<file path="src/rtl/cf_fusion.sv">
// cf_fusion: complementary-filter angle fusion of gyro increments and accelerometer angles,
// one channel per CALC cycle over a single shared datapath.
module cf_fusion #(
   parameter int NCH  = 3,
   parameter int GW   = 20,
   parameter int AW   = 16,
   parameter int FULL = 23040,
   parameter int K    = 5
) (
   input  logic              clk,
   input  logic              RST,
   input  logic              in_valid,
   output logic              in_ready,
   input  logic              init,
   input  logic [NCH*GW-1:0] gyro_inc,
   input  logic [NCH*AW-1:0] acc_angle,
   input  logic [NCH-1:0]    acc_ok,
   output logic              out_valid,
   output logic [NCH*AW-1:0] angle,
   output logic [NCH-1:0]    acc_oor
);
   localparam int CW = NCH > 1 ? $clog2(NCH) : 1;
   localparam int XW = GW > AW + 2 ? GW : AW + 2;
   localparam int EW = AW + 2;
   localparam logic signed [XW-1:0] LIM  = XW'(FULL - 1);
   localparam logic signed [EW-1:0] FE   = EW'(FULL);
   localparam logic signed [EW-1:0] HALF = EW'(FULL / 2);
   typedef enum logic [1:0] {IDLE, CALC, OUT} state_t;
   state_t              r_state;
   logic [CW-1:0]       r_ch;
   logic [NCH*GW-1:0]   r_gyro;
   logic [NCH*AW-1:0]   r_acc, r_st, r_angle;
   logic [NCH-1:0]      r_ok, r_oor;
   logic                r_init, r_ov;
   logic signed [GW-1:0] w_g;
   logic signed [XW-1:0] w_gx, w_inc;
   logic signed [EW-1:0] w_s, w_p, w_a, w_e0, w_e, w_n0, w_n;
   logic [AW-1:0]       w_acc, w_new;
   logic                w_ok, w_oor, w_last;
   logic [NCH*AW-1:0]   w_st_nx;
   always_comb begin
      w_g     = r_gyro[r_ch*GW +: GW];
      w_acc   = r_acc[r_ch*AW +: AW];
      w_gx    = XW'(w_g);
      w_inc   = w_gx > LIM ? LIM : (w_gx < -LIM ? -LIM : w_gx);
      w_s     = $signed({2'b00, r_st[r_ch*AW +: AW]}) + $signed(w_inc[EW-1:0]);
      w_p     = w_s < 0 ? w_s + FE : (w_s >= FE ? w_s - FE : w_s);
      w_a     = $signed({2'b00, w_acc});
      w_ok    = r_ok[r_ch] && (w_acc < AW'(FULL));
      w_oor   = r_ok[r_ch] && (w_acc >= AW'(FULL));
      // error taken along the shortest arc so blending never goes the long way round
      w_e0    = w_a - w_p;
      w_e     = w_e0 > HALF ? w_e0 - FE : (w_e0 <= -HALF ? w_e0 + FE : w_e0);
      w_n0    = w_p + (w_e >>> K);
      w_n     = w_n0 < 0 ? w_n0 + FE : (w_n0 >= FE ? w_n0 - FE : w_n0);
      w_new   = !w_ok ? w_p[AW-1:0] : (r_init ? w_acc : w_n[AW-1:0]);
      w_st_nx = r_st;
      w_st_nx[r_ch*AW +: AW] = w_new;
      w_last  = r_ch == CW'(NCH - 1);
   end
   always_ff @(posedge clk or negedge RST) begin
      if (!RST) begin
         r_state <= IDLE;
         r_ch    <= '0;
         r_gyro  <= '0;
         r_acc   <= '0;
         r_ok    <= '0;
         r_init  <= 1'b0;
         r_st    <= '0;
         r_angle <= '0;
         r_oor   <= '0;
         r_ov    <= 1'b0;
      end else begin
         r_ov <= 1'b0;
         case (r_state)
            IDLE: if (in_valid) begin
               r_gyro  <= gyro_inc;
               r_acc   <= acc_angle;
               r_ok    <= acc_ok;
               r_init  <= init;
               r_ch    <= '0;
               r_state <= CALC;
               if (init) r_oor <= '0;
            end
            CALC: begin
               r_st <= w_st_nx;
               r_ch <= w_last ? '0 : r_ch + 1'b1;
               if (w_oor) r_oor[r_ch] <= 1'b1;
               if (w_last) begin
                  r_angle <= w_st_nx;
                  r_ov    <= 1'b1;
                  r_state <= OUT;
               end
            end
            default: r_state <= IDLE;
         endcase
      end
   end
   assign in_ready  = r_state == IDLE;
   assign out_valid = r_ov;
   assign angle     = r_angle;
   assign acc_oor   = r_oor;
endmodule

</file>
<file path="config.mk">
export PLATFORM = sky130hd
export DESIGN_NAME = cf_fusion
export DESIGN_NICKNAME = d
export VERILOG_FILES = /design/src/rtl/cf_fusion.sv
export SDC_FILE = /design/constraint.sdc
export NUM_CORES = 1
export LEC_CHECK = 0
export ABC_CLOCK_PERIOD_IN_PS = 18700
export BUFFER_PORTS_ARGS = -buffer_cell sky130_fd_sc_hd__buf_2
export CORE_MARGIN = 10
export CORE_UTILIZATION = 32
export CTS_CLUSTER_SIZE = 12
export DETAILED_ROUTE_END_ITERATION = 8
export PLACE_DENSITY = 0.46
export SLEW_MARGIN = 20
export SYNTH_ARGS = -nofsm -noshare
export SYNTH_HDL_FRONTEND = slang
export SYNTH_SLANG_ARGS = --single-unit
</file>
<file path="constraint.sdc">
create_clock -name clk -period 18.7 [get_ports clk]
set_input_delay 0.935 -clock clk [delete_from_list [all_inputs] [get_ports clk]]
set_output_delay 0.935 -clock clk [all_outputs]
set_load 0.01 [all_outputs]
</file>
==> results_dict.tcl <==
set metrics [dict create \
    clk_latency_ps 540 \
    cts_inserted_buffers 25 \
    clock-sinks 216 \
    placeableCoreArea_sq_um 44030 \
    cap_viol_max_count 0 \
    synth_top_area_frac 0.3802 \
    die_outline_width_microns 230.8 \
    mostFrequentLayoutCell "sky130_fd_sc_hd__nand2_1" \
    placementRows 77 \
    timing.final.hold_violations 0 \
    cts_tree "yes" \
    remaining_drcs 0 \
    starting_density_of_the_core 0.3229 \
    netlist_area_sq_um 14210 \
    clock-skew-final_ps 18.67 \
    filler_cell_count 4672 \
    synth_top_cells_by_area "sky130_fd_sc_hd__dfrtp_1 38%, sky130_fd_sc_hd__nand2_1 12%, sky130_fd_sc_hd__ha_1 5.2%, sky130_fd_sc_hd__o21ai_0 4.4%, sky130_fd_sc_hd__mux2i_1 4.1%" \
    drt_iter0_markers 693 \
    post-synth-top-area-cell "sky130_fd_sc_hd__dfrtp_1" \
    floorplan.io_pins 168 \
    grt_pass1_wl_microns 75650 \
    timing.final.max_slew_violations 0 \
    synthesis.instances 1748 \
    fin_crit_sh 0.7464 \
    largest_driver_fanout_on_the_critical_path 37 \
    gpl.final_weighted_congestion 0.8906 \
    timing.setup.tns_ps 0 \
    worst_path_max_delay_cell "sky130_fd_sc_hd__dfrtp_4" \
    cts_root_buffer "sky130_fd_sc_hd__clkbuf_16" \
    synth_top_flop_cell "sky130_fd_sc_hd__dfrtp_1" \
    run_status "finished clean" \
    setup_repair_after_global_routing_missed_its_margin "false" \
    critical-path-max-stage-delay_ps 690 \
    synth_seq_area_share 0.3802 \
    cts_hold_buf 0 \
    final_layout_size_suffix_gt1_frac 0.1414 \
    highest_clock_rate_mhz 71.65 \
    arrival_ps 14350 \
    antenna-diode-count 0 \
    setup.worst_path.start_class "register" \
    worst_slack_at_placement_ps 4895 \
    worst_pin_slew_ps 1076 \
    ys_ff_latch 216 \
    final_antenna_net_count 0 \
    port_buffers 167 \
    cts-root-to-sink-buffers 3 \
    timing.final.crit_period_ps 13960 \
    synth.net_count 1925 \
    avgViaCountPerCell 5.269 \
    grt_remaining_overflow 0 \
    antenna_found_initial 0 \
    syn_avg_cell_area_sq_um 8.132 \
    cts-htree-levels 1 \
    setup_viol 0 \
    die_area_sq_um 53250 \
    post_cts.resized_instances 0 \
    first_global_vias 13395 \
    critical_path.most_common_cell "sky130_fd_sc_hd__a21oi_1" \
    synth_cell_types 91 \
    routed_via_count 13031 \
    wl_microns 46940 \
    most-common-layout-cells "458 x sky130_fd_sc_hd__nand2_1, 215 x sky130_fd_sc_hd__dfrtp_1, 166 x sky130_fd_sc_hd__buf_2" \
    detailed_place_hpwl_microns 35530 \
    ys.warnings.count 0 \
    synth_enable_flop_cells 0 \
    crit_type "register to register" \
    routedWlPerCell_microns 18.98 \
    cp.required_ps 19090 \
    max-slew-margin-rel 0.2754 \
    net_total_in_the_final_layout 2043 \
    grt_max_degree 100 \
    timing.hold.worst.class "primary input to asynchronous set/reset pin" \
    drt_pre_antenna_iters 5 \
    area_delta_synth_final_pct 15.67 \
    gr-usage-all-layers 0.1734 \
    critical_path.endpoint_type "register" \
    post_cts_buffers 0 \
    clock_slew_at_the_register_clock_pins_of_the_worst_setup_and_hold_paths_ps 60 \
    setup_slack_ps 4743 \
    asyncSetResetFlopFracSynth 1.000 \
    die_y_microns 230.8 \
]
==> cell usage after synthesis (all sizes together) (6+ instances only) <==
library cell	number
o21ai	137
a21o	24
o31ai	11
o22ai	6
xnor2	33
and3	37
nand3	28
nand2b	8
mux2i	58
nor2b	7
o21a	12
a22o	25
or4	8
o21bai	6
a221oi	33
nand4	8
a211oi	12
dfrtp	216
ha	59
or2	8
or3	9
o211ai	10
a21oi	101
nand2	459
a31oi	17
a211o	6
xor2	11
nor2	134
and2	10
nor3	24
nor4	6
inv	53
clkbuf	71
buf	17
==> per-layer routing <==
layer	wire length, microns	GRT usage	part of all wire	up-vias
met3	2168	0.02968	0.046	51
met1	22180	0.2351	0.47	6297
li1	-	-	-	6403
met5	0	0	0	-
met4	802	0.03700	0.017	0
met2	21790	0.2839	0.46	280
==> worst max-delay path, delay by kind of cell (launching register included) <==
family	cells	cell delay, ps
compound gates	25	6330
xor+xnor	3	1090
fa+ha+maj	4	1340
buf+inv	3	890
flops	1	690
mux	1	280
simple gates	15	3120
==> per-stage QoR <==
stage	cell area [sq um]	hold WS [ps]	instances	utilization
2_1_floorplan	14210	445.0	1748	-
3_3_place_gp	15580	457.6	2431	0.3539
3_5_place_dp	15580	462.2	2431	0.3539
4_1_cts	16440	447.9	2473	0.3734
5_1_grt	16440	468.9	2473	0.3734
6_report	16440	394.6	2473	0.3734
==> area by class of cell <==
| type | instances | area [sq um] | area share |
|---|---|---|---|
| Tap cell | 592 | 740.7 | 0.04505 |
| Sequential cell | 216 | 5409 | 0.3290 |
| Timing Repair Buffer | 179 | 935.9 | 0.05692 |
| Clock inverter | 11 | 162.7 | 0.009893 |
| Multi-Input combinational cell | 1390 | 8293 | 0.5044 |
| Inverter | 54 | 202.7 | 0.01233 |
| Clock buffer | 31 | 698.2 | 0.04246 |
==> path summary, 6_finish.rpt <==
check                      slack (ps)   endpoint  cells after the start       from
max reg2reg                      4740  angle[14]                     51    r_ch[0]
max in group asynchronous       16190  r_acc[46]                      3        RST
max                              4740  angle[14]                     51    r_ch[0]
min                               390  angle[18]                      1        RST
min in group clk                  470  r_acc[29]                      2  r_acc[29]
min reg2reg                       470  r_acc[29]                      2  r_acc[29]
==> state kept, by name, indices dropped and copies added, names as in the netlist <==
| signal | cells |
|---|---|
| acc_oor | 3 |
| angle | 48 |
| out_valid | 1 |
| r_acc | 48 |
| r_ch | 2 |
| r_gyro | 60 |
| r_init | 1 |
| r_ok | 3 |
| r_st | 48 |
| r_state | 2 |
==> cells by family (layout without fill, tap and decap cells) <==
logic type / Yosys count / count (layout) / synth area share
compound gates: 459 / 459 / 0.2174
simple gates: 764 / 764 / 0.2355
fa+ha+maj: 62 / 62 / 0.05616
flops: 216 / 216 / 0.3802
xor+xnor: 45 / 45 / 0.03028
buf+inv: 142 / 275 / 0.03802
mux: 60 / 60 / 0.04243
Power is left out: the tool's default activity adds up to more than one toggle a clock period on the data nets, which glitch-free logic cannot reach.
